<file path="src/rtl/alu_operand_loader.sv">
// Operand entry front-end for a 4-bit ALU: one debounced push button steps through A, B, op capture.
// Define LOADER_STATUS_EN to drive the one-hot status LEDs; otherwise status is tied to zero.
module alu_operand_loader #(
  parameter int DEBOUNCE_CYCLES = 500000
) (
  input  logic       clk,
  input  logic       rst_n,
  input  logic       key_n,
  input  logic [3:0] sw,
  input  logic       op_sw,
  output logic [3:0] A,
  output logic [3:0] B,
  output logic       sum_notsub,
  output logic       operands_valid,
  output logic [3:0] status
);

  localparam int CNT_W = $clog2(DEBOUNCE_CYCLES);
  localparam logic [CNT_W-1:0] CNT_MAX = CNT_W'(DEBOUNCE_CYCLES - 1);

  typedef enum logic [1:0] {
    S_A   = 2'd0,
    S_B   = 2'd1,
    S_OP  = 2'd2,
    S_RUN = 2'd3
  } state_t;

  logic             key_meta_reg, key_sync_reg;
  logic [3:0]       sw_meta_reg, sw_sync_reg;
  logic             op_meta_reg, op_sync_reg;
  logic             key_db_reg;
  logic [CNT_W-1:0] cnt_reg;
  logic             press_reg;

  state_t     state_reg, state_next;
  logic [3:0] a_reg, a_next;
  logic [3:0] b_reg, b_next;
  logic       sn_reg, sn_next;
  logic       valid_reg, valid_next;

  // Key idles released (1) through the synchronizer so reset never looks like a press.
  always_ff @(posedge clk or negedge rst_n) begin
    if (!rst_n) begin
      key_meta_reg <= 1'b1;
      key_sync_reg <= 1'b1;
      op_meta_reg  <= 1'b0;
      op_sync_reg  <= 1'b0;
    end else begin
      key_meta_reg <= key_n;
      key_sync_reg <= key_meta_reg;
      op_meta_reg  <= op_sw;
      op_sync_reg  <= op_meta_reg;
    end
  end

  genvar gi;
  generate
    for (gi = 0; gi < 4; gi++) begin : g_sw_sync
      always_ff @(posedge clk or negedge rst_n) begin
        if (!rst_n) begin
          sw_meta_reg[gi] <= 1'b0;
          sw_sync_reg[gi] <= 1'b0;
        end else begin
          sw_meta_reg[gi] <= sw[gi];
          sw_sync_reg[gi] <= sw_meta_reg[gi];
        end
      end
    end
  endgenerate

  // Counter saturates at CNT_MAX by construction: it is cleared on acceptance or agreement.
  always_ff @(posedge clk or negedge rst_n) begin
    if (!rst_n) begin
      key_db_reg <= 1'b1;
      cnt_reg    <= '0;
      press_reg  <= 1'b0;
    end else begin
      press_reg <= key_db_reg & ~key_sync_reg & (cnt_reg == CNT_MAX);
      if (key_sync_reg == key_db_reg) begin
        cnt_reg <= '0;
      end else if (cnt_reg == CNT_MAX) begin
        key_db_reg <= key_sync_reg;
        cnt_reg    <= '0;
      end else begin
        cnt_reg <= cnt_reg + CNT_W'(1);
      end
    end
  end

  always_ff @(posedge clk or negedge rst_n) begin
    if (!rst_n) begin
      state_reg <= S_A;
      a_reg     <= '0;
      b_reg     <= '0;
      sn_reg    <= 1'b0;
      valid_reg <= 1'b0;
    end else begin
      state_reg <= state_next;
      a_reg     <= a_next;
      b_reg     <= b_next;
      sn_reg    <= sn_next;
      valid_reg <= valid_next;
    end
  end

  always_comb begin
    state_next = state_reg;
    a_next     = a_reg;
    b_next     = b_reg;
    sn_next    = sn_reg;
    if (press_reg) begin
      case (state_reg)
        S_A: begin
          a_next     = sw_sync_reg;
          state_next = S_B;
        end
        S_B: begin
          b_next     = sw_sync_reg;
          state_next = S_OP;
        end
        S_OP: begin
          sn_next    = op_sync_reg;
          state_next = S_RUN;
        end
        default: state_next = S_A;
      endcase
    end
    valid_next = (state_next == S_RUN);
  end

  assign A              = a_reg;
  assign B              = b_reg;
  assign sum_notsub     = sn_reg;
  assign operands_valid = valid_reg;

`ifdef LOADER_STATUS_EN
  logic [3:0] status_reg;

  always_ff @(posedge clk or negedge rst_n) begin
    if (!rst_n) status_reg <= 4'b0001;
    else        status_reg <= 4'b0001 << state_next;
  end

  assign status = status_reg;
`else
  assign status = 4'b0000;
`endif

endmodule

</file>
<file path="config.mk">
export PLATFORM = sky130hd
export DESIGN_NAME = alu_operand_loader
export DESIGN_NICKNAME = d
export VERILOG_FILES = /design/src/rtl/alu_operand_loader.sv
export SDC_FILE = /design/constraint.sdc
export NUM_CORES = 1
export LEC_CHECK = 0
export CORE_ASPECT_RATIO = 1.2
export CORE_MARGIN = 2
export CORE_UTILIZATION = 35
export CTS_BUF_LIST = sky130_fd_sc_hd__clkbuf_16
export DETAILED_ROUTE_END_ITERATION = 10
export HOLD_SLACK_MARGIN = 0.15
export PLACE_DENSITY = 0.58
export REMOVE_ABC_BUFFERS = 1
export SYNTH_ARGS = -nofsm -noshare
export SYNTH_HDL_FRONTEND = slang
export SYNTH_SLANG_ARGS = --single-unit
</file>
<file path="constraint.sdc">
create_clock -name clk -period 3.3 [get_ports clk]
set_input_delay 0.99 -clock clk [delete_from_list [all_inputs] [get_ports clk]]
set_output_delay 0.99 -clock clk [all_outputs]
set_load 0.02 [all_outputs]
</file>
# Yosys cells after proc, flatten, opt, wreduce, memory -nomap -nowiden
# Cells that the tools add are included.
# word_totals
register_bits	45
latchBits	0
ram_bits	0
rom_bits	0
in_bits	8
output_inout_bits	14
wordCells	39
n_memories	0
# op_classes
n_addsub	1
multipliers	0
div_mod_pow	0
n_lt_le_gt_ge	0
n_eq_ne	5
n_shift	0
muxes	4
n_bitwise	4
reduce_logical	5
# ops
op	count
19-bit two-way mux	2
19-bit by 1-bit adder with 19-bit output (second input constant)	1
19-bit equality test (second input constant)	1
2-bit AND reduction	4
2-bit one-hot mux with 3 select lines	1
2-bit equality test (second input constant)	2
1-bit AND	2
2-bit by 1-bit equality test with 1-bit output (second input constant)	1
2-bit logical NOT	1
2-bit two-way mux	1
1-bit NOT	2
1-bit equality test	1

# Longest topological paths before layout
# Gate-level depths: netlist of the first run.
# logic_depth
ltp_word	4
mapped_depth	6
mapped_depth_nobuf	5

# Worst setup path before layout of the first run
# No wires, ideal clock.
# synth_path
kind	reg2reg
start	reg cnt_reg[0]
end	reg cnt_reg[16]
setup_ns	0.128
arrival_ns	1.433
required_time_ns	3.172
slack_ns	1.739
path_stages_with_launch	6
n_path_buf	0
synth_period_minus_slack_ns	1.561
path_cell_list	dfrtp_1 -> ha_1 -> nand3_1 -> or4_4 -> o21ai_1 -> a21oi_1
# synth_via
elab_chain_len	3
word_cells_on_any_way	4
classes_between	add/sub: 1; eq/ne: 1; mux: 2
# synth_rtl
element	line_no	source
start: declaration	32	logic [CNT_W-1:0] cnt_reg;
start signal: assignment	85	cnt_reg <= cnt_reg + CNT_W'(1);
19-bit by 1-bit adder with 19-bit output or 19-bit equality test (tied branches)	85, 81	
19-bit two-way mux (*)	81	end else if (cnt_reg == CNT_MAX) begin
19-bit two-way mux (*)	79	if (key_sync_reg == key_db_reg) begin
# Every way passes the cells marked *; elsewhere a longest branch is shown, timed or not.
# A chain may end at the register's enable or synchronous reset.

# Worst setup path in the final report of the first run
# layout_path
start	reg a_reg[0] (netlist: A[0])
end	out A[0]
# layout_rtl
element	line_no	source
start: declaration	36	logic [3:0] a_reg, a_next;
start signal: assignment	99	a_reg <= a_next;
end: declaration	11	output logic [3:0] A,
# No word-level cell between the ends.

==> run_summary.xml, run 1 <==
<?xml version="1.0" encoding="UTF-8"?>
<metrics>
  <group name="final_layout">
    <metric name="number_of_flip_flops_in_the_largest_register" unit="">19</metric>
    <metric name="mostFrequentLayoutCell" unit="">sky130_fd_sc_hd__dfrtp_1</metric>
    <metric name="mostFrequentLayoutCells" unit="">sky130_fd_sc_hd__dfrtp_1 (42), sky130_fd_sc_hd__nor2_1 (21), sky130_fd_sc_hd__clkdlybuf4s50_1 (16)</metric>
    <metric name="nets" unit="">194</metric>
    <metric name="post-route-cell-area" unit="mm²">0.00226</metric>
    <metric name="post_route_cells_drive_above_1_share" unit="%">15.4</metric>
    <metric name="final_std_cells_w_o_fill" unit="">244</metric>
    <metric name="synth_to_final_area_change" unit="%">18.5</metric>
    <metric name="num_antenna_cells" unit="">0</metric>
  </group>
  <group name="logic_synthesis">
    <metric name="synth_edf_count" unit="">0</metric>
    <metric name="postSynthCellCount" unit="">159</metric>
    <metric name="count_of_state_elements_after_synthesis" unit="">45</metric>
    <metric name="synthArstFlopShare" unit="%">100</metric>
    <metric name="synthesis.yosys.warnings" unit="">0</metric>
    <metric name="seq_area_frac_synth" unit="%">59.3</metric>
    <metric name="avgSynthCellArea" unit="µm²">12.0</metric>
    <metric name="syn_area" unit="mm²">0.00191</metric>
    <metric name="synth_flop_cell" unit="">sky130_fd_sc_hd__dfrtp_1</metric>
    <metric name="ys_types" unit="">32</metric>
  </group>
  <group name="setup_path">
    <metric name="timing.rr.start" unit="">cnt_reg[11]</metric>
    <metric name="kind_of_capture_point_of_the_worst_setup_path" unit="">primary output</metric>
    <metric name="cp_max_fo" unit="">2</metric>
    <metric name="cp_num_buf_inv" unit="">1</metric>
    <metric name="cp_slowest_stage_delay" unit="ns">0.60</metric>
    <metric name="crit_path_cell_trace" unit="">clkdlybuf4s50_1</metric>
    <metric name="top_family_by_delay_on_critical_path" unit="">buffers and inverters</metric>
    <metric name="required" unit="ns">2.31</metric>
    <metric name="startpoint_type" unit="">flop</metric>
    <metric name="cp.arrival" unit="ns">1.23</metric>
    <metric name="crit_path_start" unit="">A[0]</metric>
    <metric name="worstSetupPathType" unit="">flop to primary output</metric>
    <metric name="crit_slowest_cell" unit="">sky130_fd_sc_hd__clkdlybuf4s50_1</metric>
  </group>
  <group name="clock_tree">
    <metric name="cts.hold.buffers_added" unit="">0</metric>
    <metric name="post_cts_resized" unit="">0</metric>
    <metric name="cts_made_buffers" unit="">5</metric>
    <metric name="clock-root-buffer" unit="">sky130_fd_sc_hd__clkbuf_16</metric>
    <metric name="cts_setup_buffers" unit="">0</metric>
    <metric name="cts.clk_slew.worst_paths" unit="ns">0.06</metric>
    <metric name="htree_levels" unit="">2</metric>
    <metric name="cts_buffer_depth" unit="">2</metric>
    <metric name="tritoncts" unit="">built</metric>
    <metric name="worst_skew_pair.late_latency" unit="ns">0.28</metric>
    <metric name="tritoncts_num_sinks" unit="">45</metric>
  </group>
  <group name="die">
    <metric name="initial_core_util" unit="%">36.2</metric>
    <metric name="floorplan.die_area" unit="mm²">0.00605</metric>
    <metric name="die_h" unit="µm">84.8</metric>
    <metric name="pin_count" unit="">22</metric>
    <metric name="std_cell_rows" unit="">29</metric>
    <metric name="dieWidth" unit="µm">71.4</metric>
    <metric name="placeableCoreArea" unit="mm²">0.00526</metric>
  </group>
  <group name="sta">
    <metric name="layout_worst_path_cycle_share" unit="%">67.3</metric>
    <metric name="rsz0062_at_grt" unit="">no</metric>
    <metric name="setup_tns" unit="ns">0</metric>
    <metric name="setup_viol_count_final" unit="">0</metric>
    <metric name="remaining_max_slew_budget_at_the_tightest_pin" unit="%">36.6</metric>
    <metric name="final.min_clock_period" unit="ns">2.22</metric>
    <metric name="timing_worst_slew_pin_value" unit="ns">0.951</metric>
    <metric name="finalMaxSlewViolations" unit="">0</metric>
    <metric name="final-hold-violation-count" unit="">0</metric>
    <metric name="finClkSkew" unit="ns">0.00268</metric>
    <metric name="achievable-frequency" unit="MHz">450</metric>
  </group>
  <group name="routing">
    <metric name="drt_first_iter_violations" unit="">69</metric>
    <metric name="route.detailed.vias_per_inst" unit="">4.88</metric>
    <metric name="num_vias" unit="">1190</metric>
    <metric name="ant_nets" unit="">0</metric>
    <metric name="routed_wirelength" unit="µm">3110</metric>
    <metric name="drt_first_pass_iters" unit="">4</metric>
    <metric name="drc" unit="">0</metric>
    <metric name="detail_route.wl_per_cell" unit="µm">12.8</metric>
  </group>
  <group name="power_and_ir_drop">
    <metric name="p_leak" unit="nW">0.957</metric>
    <metric name="power_per_cell_area" unit="mW/mm²">472</metric>
    <metric name="max-vdd-ir-drop" unit="mV">0.191</metric>
  </group>
  <group name="placement">
    <metric name="gpl.final_weighted_congestion" unit="">0.781</metric>
    <metric name="dpl-instance-area" unit="mm²">0.00212</metric>
    <metric name="hpwl_after_detailed_placement" unit="µm">2160</metric>
    <metric name="buffer_ports.inserted" unit="">17</metric>
    <metric name="placed_cells" unit="">236</metric>
  </group>
  <group name="global_routing">
    <metric name="track_usage" unit="%">11.5</metric>
    <metric name="grt_overflow_total" unit="">0</metric>
    <metric name="wire_length_of_the_first_global_routing_pass" unit="µm">5510</metric>
    <metric name="largest_net_degree_at_the_start_of_global_routing" unit="">46</metric>
    <metric name="vias_in_the_first_global_route" unit="">1157</metric>
    <metric name="antenna_found_initial" unit="">0</metric>
  </group>
  <group name="run_status">
    <metric name="status" unit="">finished clean</metric>
  </group>
  <group name="flow_run">
    <metric name="maxCapViolCount" unit="">0</metric>
  </group>
  <group name="min_path">
    <metric name="worstHoldPathType" unit="">flop to flop</metric>
    <metric name="timing.hold.worst.start" unit="">sw_meta_reg[3]</metric>
  </group>
</metrics>
==> cells in the mapped netlist, types with 3 or more instances <==
library cell,number,area (µm²)
sky130_fd_sc_hd__o21ai_0,4,20.0
sky130_fd_sc_hd__nand2_1,8,30.0
sky130_fd_sc_hd__mux2_2,10,113
sky130_fd_sc_hd__a21oi_1,3,15.0
sky130_fd_sc_hd__nor2_1,21,78.8
sky130_fd_sc_hd__dfrtp_1,42,1050
sky130_fd_sc_hd__nor4_1,3,18.8
sky130_fd_sc_hd__nand3_1,9,45.0
sky130_fd_sc_hd__dfstp_2,3,78.8
sky130_fd_sc_hd__xnor2_1,12,105
sky130_fd_sc_hd__inv_1,8,30.0
sky130_fd_sc_hd__nor3_1,4,20.0
sky130_fd_sc_hd__ha_1,5,62.6
sky130_fd_sc_hd__buf_4,4,30.0
==> through the flow <==
stage	worst slack, ns	hold slack (ns)	power, mW	utilization [%]
2_1_floorplan	1.73	0.331	0.591	-
3_3_place_gp	1.40	0.334	0.611	40.3
6_report	1.08	0.348	1.06	42.9
5_1_grt	1.03	0.360	1.11	42.9
4_1_cts	1.06	0.348	1.08	42.9
3_5_place_dp	1.37	0.335	0.613	40.3
==> area by class of cell <==
cell class / instances / area [µm²]
clock inverters: 3 / 13.8
well taps: 62 / 77.6
clock buffers: 5 / 125
multi-input cells: 104 / 716
inverters: 8 / 30.0
repair buffers: 17 / 165
flip-flops and latches: 45 / 1130
fillers: 492 / 3000
==> cells by family (layout without fill, tap and decap cells) <==
| logic type | after synthesis | in the layout | share of synthesized area (%) |
|---|---|---|---|
| flops | 45 | 45 | 59.3 |
| other cells | 1 | 4 | 0.197 |
| simple gates | 60 | 60 | 17.4 |
| mux | 10 | 10 | 5.91 |
| xor+xnor | 14 | 14 | 6.43 |
| fa+ha+maj | 5 | 5 | 3.28 |
| compound gates | 11 | 11 | 3.74 |
| buf+inv | 13 | 33 | 3.74 |
==> power breakdown <==
| group | internal [mW] | total, mW | switching (mW) |
|---|---|---|---|
| sequential | 0.563 | 0.569 | 0.00540 |
| clock | 0.274 | 0.462 | 0.188 |
| combinational | 0.0112 | 0.0332 | 0.0220 |
| total | 0.849 | 1.06 | 0.215 |
==> final timing paths <==
| path | endpoint | slack, ns | cells after the start |
|---|---|---|---|
| max in group asynchronous | sw_meta_reg[3] | 1.85 | 1 |
| worst min-delay path | sw_sync_reg[3] | 0.35 | 0 |
| worst min register to register | sw_sync_reg[3] | 0.35 | 0 |
| min in group asynchronous | state_reg[0] | 0.86 | 1 |
| worst max register to register | cnt_reg[6] | 1.49 | 4 |
| worst max-delay path | A[0] | 1.08 | 1 |
==> routing by layer <==
metal	track usage, %	wire [µm]	share of wire, %	vias to the layer above
li1	-	-	-	582
met1	14.9	1430	46	580
met2	18.0	1520	49	21
met3	3.68	120	3.9	7
met4	4.63	37	1.2	0
met5	0	0	0	-
Note: power is estimated with default switching activity, not from simulation.
==> inputs of run 2 (changes only) <==
Clock period 3.3 ns to 2.1 ns, I/O delays scaled along.
==> run 2 against run 1 <==
  * Clock power is 120% higher
  * First-iteration DRC count is 32% lower
  * Critical path depth stayed put
  * Sequential power is 57% higher
  * Global-route usage is 0.62 points higher
  * Sequential cell count stayed put
  * Combinational power is 72% higher
==> run_summary.xml, run 2 (synthesized netlist as in run 1, its figures left out) <==
<?xml version="1.0" encoding="UTF-8"?>
<metrics>
  <group name="final_layout">
    <metric name="final_std_cells_w_o_fill" unit="">245</metric>
    <metric name="num_antenna_cells" unit="">0</metric>
    <metric name="nets" unit="">195</metric>
    <metric name="post_route_cells_drive_above_1_share" unit="%">16.4</metric>
    <metric name="mostFrequentLayoutCell" unit="">sky130_fd_sc_hd__dfrtp_1</metric>
    <metric name="synth_to_final_area_change" unit="%">22.4</metric>
    <metric name="mostFrequentLayoutCells" unit="">sky130_fd_sc_hd__dfrtp_1 (42), sky130_fd_sc_hd__nor2_1 (21), sky130_fd_sc_hd__clkdlybuf4s50_1 (16)</metric>
    <metric name="number_of_flip_flops_in_the_largest_register" unit="">19</metric>
  </group>
  <group name="clock_tree">
    <metric name="cts_setup_buffers" unit="">0</metric>
    <metric name="cts.hold.buffers_added" unit="">0</metric>
    <metric name="htree_levels" unit="">2</metric>
    <metric name="cts_buffer_depth" unit="">2</metric>
    <metric name="post_cts_resized" unit="">0</metric>
    <metric name="tritoncts_num_sinks" unit="">45</metric>
    <metric name="cts_made_buffers" unit="">5</metric>
    <metric name="worst_skew_pair.late_latency" unit="ns">0.28</metric>
    <metric name="cts.clk_slew.worst_paths" unit="ns">0.06</metric>
    <metric name="tritoncts" unit="">built</metric>
    <metric name="clock-root-buffer" unit="">sky130_fd_sc_hd__clkbuf_16</metric>
  </group>
  <group name="global_routing">
    <metric name="wire_length_of_the_first_global_routing_pass" unit="µm">5790</metric>
    <metric name="grt_overflow_total" unit="">0</metric>
    <metric name="antenna_found_initial" unit="">0</metric>
    <metric name="track_usage" unit="%">12.2</metric>
    <metric name="largest_net_degree_at_the_start_of_global_routing" unit="">27</metric>
    <metric name="vias_in_the_first_global_route" unit="">1255</metric>
  </group>
  <group name="routing">
    <metric name="drc" unit="">0</metric>
    <metric name="detail_route.wl_per_cell" unit="µm">13.1</metric>
    <metric name="routed_wirelength" unit="µm">3210</metric>
    <metric name="drt_first_iter_violations" unit="">47</metric>
    <metric name="num_vias" unit="">1207</metric>
    <metric name="drt_first_pass_iters" unit="">4</metric>
    <metric name="route.detailed.vias_per_inst" unit="">4.93</metric>
    <metric name="ant_nets" unit="">0</metric>
  </group>
  <group name="flow_run">
    <metric name="maxCapViolCount" unit="">0</metric>
  </group>
  <group name="sta">
    <metric name="setup_viol_count_final" unit="">0</metric>
    <metric name="worst_slack" unit="ns">0.245</metric>
    <metric name="timing_worst_slew_pin_value" unit="ns">0.581</metric>
    <metric name="achievable-frequency" unit="MHz">539</metric>
    <metric name="final-hold-violation-count" unit="">0</metric>
    <metric name="layout_worst_path_cycle_share" unit="%">88.3</metric>
    <metric name="rsz0062_at_grt" unit="">no</metric>
    <metric name="finalMaxSlewViolations" unit="">0</metric>
    <metric name="setup_tns" unit="ns">0</metric>
    <metric name="fin_hold_ws" unit="ns">0.346</metric>
    <metric name="final.min_clock_period" unit="ns">1.85</metric>
    <metric name="finClkSkew" unit="ns">0.00654</metric>
    <metric name="remaining_max_slew_budget_at_the_tightest_pin" unit="%">61.3</metric>
  </group>
  <group name="setup_path">
    <metric name="worstSetupPathType" unit="">flop to primary output</metric>
    <metric name="cp_num_buf_inv" unit="">1</metric>
    <metric name="top_family_by_delay_on_critical_path" unit="">buffers and inverters</metric>
    <metric name="required" unit="ns">1.47</metric>
    <metric name="cp_max_fo" unit="">2</metric>
    <metric name="kind_of_capture_point_of_the_worst_setup_path" unit="">primary output</metric>
    <metric name="startpoint_type" unit="">flop</metric>
    <metric name="cp.arrival" unit="ns">1.22</metric>
    <metric name="cp_slowest_stage_delay" unit="ns">0.60</metric>
    <metric name="crit_slowest_cell" unit="">sky130_fd_sc_hd__clkdlybuf4s50_1</metric>
    <metric name="crit_path_cell_trace" unit="">clkdlybuf4s50_1</metric>
  </group>
  <group name="placement">
    <metric name="hpwl_after_detailed_placement" unit="µm">2350</metric>
    <metric name="placed_cells" unit="">237</metric>
    <metric name="gpl.final_weighted_congestion" unit="">0.743</metric>
    <metric name="buffer_ports.inserted" unit="">17</metric>
    <metric name="dp_worst_setup_slack" unit="ns">0.346</metric>
  </group>
  <group name="die">
    <metric name="die_h" unit="µm">84.8</metric>
    <metric name="floorplan.die_area" unit="mm²">0.00605</metric>
    <metric name="std_cell_rows" unit="">29</metric>
    <metric name="initial_core_util" unit="%">36.2</metric>
    <metric name="placeableCoreArea" unit="mm²">0.00526</metric>
    <metric name="pin_count" unit="">22</metric>
    <metric name="dieWidth" unit="µm">71.4</metric>
  </group>
  <group name="power_and_ir_drop">
    <metric name="max-vdd-ir-drop" unit="mV">0.467</metric>
    <metric name="power_per_cell_area" unit="mW/mm²">838</metric>
    <metric name="power.total" unit="mW">1.95</metric>
    <metric name="p_leak" unit="nW">0.986</metric>
  </group>
  <group name="run_status">
    <metric name="status" unit="">finished clean</metric>
  </group>
  <group name="min_path">
    <metric name="worstHoldPathType" unit="">primary input to asynchronous set/reset pin</metric>
  </group>
</metrics>
## run 2: layer usage
layer	wire (µm)	global-route usage [%]
met4	33	4.12
met3	84	3.21
met5	0	0
met2	1720	22.0
met1	1380	13.7
## run 2: path summary, 6_finish.rpt
check | start | end | slack, ns | cells after the start
min in group clk | op_meta_reg | op_sync_reg | 0.35 | 0
min | rst_n | operands_valid | 0.35 | 1
max reg2reg | cnt_reg[0] | cnt_reg[18] | 0.35 | 5
max | sum_notsub | sum_notsub | 0.25 | 1
max in group asynchronous | rst_n | cnt_reg[13] | 1.24 | 2
min reg2reg | op_meta_reg | op_sync_reg | 0.35 | 0
## run 2: layout make-up
type                    instances  area (µm²)
multi-input cells             104         716
flip-flops and latches         45        1130
fillers                       480        2930
clock buffers                   5         125
repair buffers                 18         185
clock inverters                 3        68.8
well taps                      62        77.6
inverters                       8        30.0
## run 2: where the power goes
| part | switching [mW] | leakage, nW | internal, mW | total (mW) |
|---|---|---|---|---|
| Clock | 0.319 | 0.0944 | 0.685 | 1.00 |
| Sequential | 0.00841 | 0.593 | 0.885 | 0.893 |
| Combinational | 0.0357 | 0.299 | 0.0214 | 0.0571 |
| Total | 0.363 | 0.986 | 1.59 | 1.95 |
## run 2: stage by stage
stage | area, µm² | utilization (%)
final | 2330 | 44.3
after global placement | 2140 | 40.6
after CTS | 2330 | 44.3
after global routing | 2330 | 44.3
after floorplan | 1880 | -
after detailed placement | 2140 | 40.6
==> inputs of run 3 (changes only) <==
Settings changed: CORE_UTILIZATION 35 to 54, PLACE_DENSITY 0.58 to 0.81.
==> run 3 against run 2 <==
  * Sequential share of layout area rose by 1.3 points
  * Routed wire length fell by 2.8%
  * Clock skew fell by 0.0045 ns
  * Fmax fell by 1.4%
  * Power fell by 7.7%
  * Register-to-register slack barely moved
  * Critical endpoint is now A[1]
==> run_summary.xml, run 3 (synthesized netlist as in run 1, its figures left out) <==
<?xml version="1.0" encoding="UTF-8"?>
<metrics>
  <group name="final_layout">
    <metric name="filler_cell_count" unit="">251</metric>
    <metric name="post_route_cells_drive_above_1_share" unit="%">15.8</metric>
    <metric name="nets" unit="">195</metric>
    <metric name="synth_to_final_area_change" unit="%">19.3</metric>
    <metric name="number_of_flip_flops_in_the_largest_register" unit="">19</metric>
    <metric name="num_antenna_cells" unit="">0</metric>
    <metric name="final_core_util" unit="%">67.5</metric>
    <metric name="mostFrequentLayoutCells" unit="">sky130_fd_sc_hd__dfrtp_1 (42), sky130_fd_sc_hd__nor2_1 (21), sky130_fd_sc_hd__clkdlybuf4s50_1 (16)</metric>
    <metric name="mostFrequentLayoutCell" unit="">sky130_fd_sc_hd__dfrtp_1</metric>
  </group>
  <group name="setup_path">
    <metric name="critical_path.reg2reg.endpoint" unit="">cnt_reg[18]</metric>
    <metric name="cp_num_buf_inv" unit="">1</metric>
    <metric name="crit_path_start" unit="">A[1]</metric>
    <metric name="timing.critical_path.depth" unit="">1</metric>
    <metric name="required" unit="ns">1.47</metric>
    <metric name="critPathCapture" unit="">A[1]</metric>
    <metric name="top_family_by_delay_on_critical_path" unit="">buffers and inverters</metric>
    <metric name="startpoint_type" unit="">flop</metric>
    <metric name="crit_path_cell_trace" unit="">clkdlybuf4s50_1</metric>
    <metric name="crit_slowest_cell" unit="">sky130_fd_sc_hd__clkdlybuf4s50_1</metric>
    <metric name="timing.rr.start" unit="">cnt_reg[0]</metric>
    <metric name="worstSetupPathType" unit="">flop to primary output</metric>
    <metric name="r2r_cells" unit="">5</metric>
    <metric name="cp.arrival" unit="ns">1.25</metric>
    <metric name="regToRegSetupSlack" unit="ns">0.36</metric>
    <metric name="cp_slowest_stage_delay" unit="ns">0.62</metric>
    <metric name="cp_max_fo" unit="">2</metric>
    <metric name="kind_of_capture_point_of_the_worst_setup_path" unit="">primary output</metric>
  </group>
  <group name="global_routing">
    <metric name="grt_overflow_total" unit="">0</metric>
    <metric name="grt_use_met2" unit="%">30.7</metric>
    <metric name="grt_most_used_layer" unit="">met2</metric>
    <metric name="wire_length_of_the_first_global_routing_pass" unit="µm">5730</metric>
    <metric name="largest_net_degree_at_the_start_of_global_routing" unit="">24</metric>
    <metric name="vias_in_the_first_global_route" unit="">1303</metric>
    <metric name="grt_util_met3" unit="%">4.88</metric>
    <metric name="antenna_found_initial" unit="">0</metric>
    <metric name="grt_use_met1" unit="%">22.5</metric>
    <metric name="track_usage" unit="%">18.9</metric>
  </group>
  <group name="routing">
    <metric name="drt_first_iter_violations" unit="">51</metric>
    <metric name="routed_wirelength" unit="µm">3120</metric>
    <metric name="route.detailed.vias_per_inst" unit="">5.44</metric>
    <metric name="detail_route.wl_per_cell" unit="µm">14.2</metric>
    <metric name="ant_nets" unit="">0</metric>
    <metric name="num_vias" unit="">1197</metric>
    <metric name="drt_first_pass_iters" unit="">4</metric>
    <metric name="drc" unit="">0</metric>
  </group>
  <group name="sta">
    <metric name="setup_tns" unit="ns">0</metric>
    <metric name="rsz0062_at_grt" unit="">no</metric>
    <metric name="final.min_clock_period" unit="ns">1.88</metric>
    <metric name="remaining_max_slew_budget_at_the_tightest_pin" unit="%">64.8</metric>
    <metric name="finalMaxSlewViolations" unit="">0</metric>
    <metric name="setup_viol_count_final" unit="">0</metric>
    <metric name="timing_worst_slew_pin_value" unit="ns">0.529</metric>
    <metric name="achievable-frequency" unit="MHz">531</metric>
    <metric name="layout_worst_path_cycle_share" unit="%">89.6</metric>
    <metric name="final-hold-violation-count" unit="">0</metric>
    <metric name="finClkSkew" unit="ns">0.00205</metric>
  </group>
  <group name="power_and_ir_drop">
    <metric name="power.share.switching" unit="%">18.9</metric>
    <metric name="clockPowerShare" unit="%">47.3</metric>
    <metric name="p_leak" unit="nW">0.969</metric>
    <metric name="p_seq_share" unit="%">49.6</metric>
    <metric name="internal-power" unit="mW">1.46</metric>
    <metric name="power_per_cell_area" unit="mW/mm²">793</metric>
    <metric name="p_switching" unit="µW">341</metric>
    <metric name="max-vdd-ir-drop" unit="mV">1.14</metric>
    <metric name="power_frac_comb" unit="%">3.1</metric>
  </group>
  <group name="placement">
    <metric name="gpl.final_weighted_congestion" unit="">0.867</metric>
    <metric name="buffer_ports.inserted" unit="">17</metric>
    <metric name="hpwl_after_detailed_placement" unit="µm">2310</metric>
  </group>
  <group name="clock_tree">
    <metric name="cts_made_buffers" unit="">5</metric>
    <metric name="clock-root-buffer" unit="">sky130_fd_sc_hd__clkbuf_16</metric>
    <metric name="cts_setup_buffers" unit="">0</metric>
    <metric name="cts.hold.buffers_added" unit="">0</metric>
    <metric name="cts_buffer_depth" unit="">2</metric>
    <metric name="worst_skew_pair.late_latency" unit="ns">0.28</metric>
    <metric name="tritoncts" unit="">built</metric>
    <metric name="cts.clk_slew.worst_paths" unit="ns">0.06</metric>
    <metric name="htree_levels" unit="">2</metric>
    <metric name="tritoncts_num_sinks" unit="">45</metric>
    <metric name="post_cts_resized" unit="">0</metric>
  </group>
  <group name="die">
    <metric name="std_cell_rows" unit="">23</metric>
    <metric name="pin_count" unit="">22</metric>
    <metric name="floorplan.die_area" unit="mm²">0.00402</metric>
    <metric name="die_h" unit="µm">69.1</metric>
    <metric name="dieWidth" unit="µm">58.2</metric>
    <metric name="placeableCoreArea" unit="mm²">0.00337</metric>
    <metric name="initial_core_util" unit="%">56.6</metric>
  </group>
  <group name="flow_run">
    <metric name="maxCapViolCount" unit="">0</metric>
  </group>
  <group name="min_path">
    <metric name="worstHoldPathType" unit="">primary input to asynchronous set/reset pin</metric>
  </group>
  <group name="run_status">
    <metric name="status" unit="">finished clean</metric>
  </group>
</metrics>
run 3: worst min path at each step:
| stage | endpoint | slack [ns] |
|---|---|---|
| 3_5_place_dp | sw_sync_reg[2] | 0.33 |
| 6_report | sw_meta_reg[1] | 0.33 |
| 3_3_place_gp | sw_sync_reg[1] | 0.33 |
| 5_1_grt | sw_sync_reg[1] | 0.35 |
| 4_1_cts | sw_meta_reg[1] | 0.34 |
| 2_1_floorplan | A[0] | 0.33 |
run 3: power groups by stage:
stage / Clock (mW) / Combinational, mW / Sequential (mW)
finish: 0.853 / 0.0564 / 0.894
global route: 0.914 / 0.0665 / 0.896
CTS: 0.875 / 0.0584 / 0.894
detailed placement: 0 / 0.0580 / 0.910
global placement: 0 / 0.0550 / 0.908
floorplan: 0 / 0.0210 / 0.907
run 3: metal layers:
layer / vias to the layer above / share of wire, %
li1: 580 / -
met1: 597 / 41
met2: 15 / 55
met3: 5 / 2.5
met4: 0 / 1.6
met5: - / 0
run 3: final cells by class:
cell class                      count  area (µm²)  area share [%]
Inverter                            8        30.0            1.32
Clock buffer                        5         125            5.50
Tap cell                           37        46.3            2.04
Sequential cell                    45        1130            49.7
Clock inverter                      3        41.3            1.82
Multi-Input combinational cell    104         716            31.5
Timing Repair Buffer               18         185            8.15
run 3: metrics by stage:
step / hold WS (ns) / worst slack [ns] / cells / cell area, µm² / power (mW)
floorplan: 0.331 / 0.530 / 157 / 1880 / 0.928
global placement: 0.334 / 0.407 / 212 / 2110 / 0.963
detailed placement: 0.335 / 0.359 / 212 / 2110 / 0.968
CTS: 0.339 / 0.183 / 220 / 2270 / 1.83
global route: 0.354 / 0.169 / 220 / 2270 / 1.88
finish: 0.327 / 0.218 / 220 / 2270 / 1.80
==> patch: new RTL, settings of run 2 <==
`b_reg` no longer has a reset.
--- a/src/rtl/alu_operand_loader.sv
+++ b/src/rtl/alu_operand_loader.sv
@@ -91,16 +91,18 @@
     if (!rst_n) begin
       state_reg <= S_A;
       a_reg     <= '0;
-      b_reg     <= '0;
       sn_reg    <= 1'b0;
       valid_reg <= 1'b0;
     end else begin
       state_reg <= state_next;
       a_reg     <= a_next;
-      b_reg     <= b_next;
       sn_reg    <= sn_next;
       valid_reg <= valid_next;
     end
+  end
+
+  always_ff @(posedge clk) begin
+    b_reg <= b_next;
   end
 
   always_comb begin
Check against the original RTL: same outputs for any inputs over 10 cycles, from zero or initial values and one cycle with rst_n low; that may be too few to reach the edited logic, so the function may still have changed.
==> patch against run 2 <==
Cell count fell by 1.6%; worst setup slack worse by 11 ps; final area down 1.9%; area after synthesis decreased by 0.85%; total power fell by 6.1%; routed wire length shrank 1.4%; sequential share of layout area up 1.8 points; sequential cell count is the same; non-clock buffer count increased by 1.
==> patch: results (changes against run 2) <==
Outcome
  – Status: completed

Clock network
  – Resize count post-CTS: 0 (unchanged)
  – Worst-Skew Late Latency: 280 ps (about the same)
  – Worst-path clk slew: 60 ps (about the same)
  – H-tree depth: 2 (unchanged)
  – CTS buffer count: 5 (unchanged)
  – CTS Buffer Depth: 2 (unchanged)
  – Setup Fix Bufs, Post-CTS: 0 (unchanged)
  – Root Driver: clkbuf_16

GRT
  – GRT met3 Usage: 3.72% (+0.51 points)
  – GR Util met1: 13.6% (-0.18 points)
  – Largest net degree at the start of global routing: 42 (+56%)
  – GRT Util Overall: 11.8% (-0.33 points)
  – Met2 Resource Use GR: 20.3% (-1.7 points)
  – First-pass GRT wire length: 5.53 mm (-4.5%)

Detailed routing
  – Met1 WL: 1.31 mm (-4.6%)
  – Routed met2 length: 1.68 mm (-2.2%)
  – Top sig layer: met4
  – Total number of vias: 1172 (-2.9%)
  – Drt first pass iters: 4 (unchanged)
  – Starting DRT DRC Count: 70 (+49%)
  – Met3 Wirelength: 115 microns (+37%)
  – Drt via density: 4.86 (-1.3%)
  – Drt wl/cell: 13.1 microns (+0.20%)

Critical path
  – Internal reg-to-reg setup slack: 410 ps (+60 ps)
  – FF-to-FF End: key_db_reg$_DFFE_PN1P_
  – R2r startpoint: cnt_reg[9]$_DFF_PN0_
  – Max incr delay on CP: 600 ps (about the same)
  – Worst r2r path cells: 4 (-1)
  – Top delay family on crit path: buffers and inverters

Placement
  – Placed instance area: 0.00212 sq mm (-0.99%)
  – HPWL Detailed: 2.32 mm (-1.5%)
  – Placed cells: 233 (-1.7%)
  – GPL Wtd Cong: 0.818 (+10%)
  – Port Buffers: 17 (unchanged)
  – Post-place setup slack: 417 ps (+71.2 ps)

STA
  – Fin Clk Skew: 3.11 ps (-3.42 ps)
  – Worst-margin pin slew: 507 ps (-73.6 ps)
  – WHS: 348 ps (+2.67 ps)

Final layout
  – Antenna fix cells: 0 (unchanged)
  – Nets: 191 (-2.1%)
  – Share of layout cells above drive strength 1: 14.5% (-1.9 points)
  – Max reg flops: 19 (unchanged)

Min path
  – Worst hold path type: flop to flop
  – Hold depth: 0

Pwr
  – Leakage: 0.000953 uW (-3.4%)
  – VDD IR max: 439 uV (-6.0%)
  – P_sw: 359 uW (-1.1%)
  – P_int: 1480 uW (-7.2%)
  – Combinational power share: 2.9% (about the same)
  – Clock power frac: 47.9% (-3.5 points)

Synth
  – Number of library cell types mapped by synthesis: 32 (unchanged)
  – Mapped Avg Cell Area: 12.3 sq um (+2.4%)
  – Top post-synthesis cells by area: dfrtp_1 50%, edfxtp_1 6.4%, xnor2_1 6.0%
  – EDFF count, synth: 4 (+4)
  – Synth async-reset ratio: 91.1% (-8.9 points)
  – Register area share after synthesis: 60.9% (+1.6 points)
  – Post-synth top cells: 38 x dfrtp_1, 24 x nor2_1, 13 x xnor2_1
## patch: cell families after synthesis
family / synth area share (%)
xor+xnor: 6.95
flops: 60.9
other cells: 0.198
mux: 4.11
compound gates: 2.32
fa+ha+maj: 3.31
buf+inv: 3.58
simple gates: 18.7
## patch: worst max path at each step
stage	depth (start not counted)	endpoint	startpoint	slack [ps]
after floorplan	5	cnt_reg[10]$_DFF_PN0_	cnt_reg[0]$_DFF_PN0_	580
after global placement	4	key_db_reg$_DFFE_PN1P_	cnt_reg[9]$_DFF_PN0_	440
after detailed placement	4	key_db_reg$_DFFE_PN1P_	cnt_reg[9]$_DFF_PN0_	420
after CTS	1	A[0]	A[0]$_DFFE_PN0P_	220
after global routing	1	A[0]	A[0]$_DFFE_PN0P_	190
final	1	A[0]	A[0]$_DFFE_PN0P_	230
## patch: cell type report
type	count	area, sq um
clock buffer	5	125
clock inverter	3	46.3
fill	502	2970
inverter	7	26.3
multi-input combinational	100	683
sequential	45	1150
tap	62	77.6
timing repair buffer	19	180
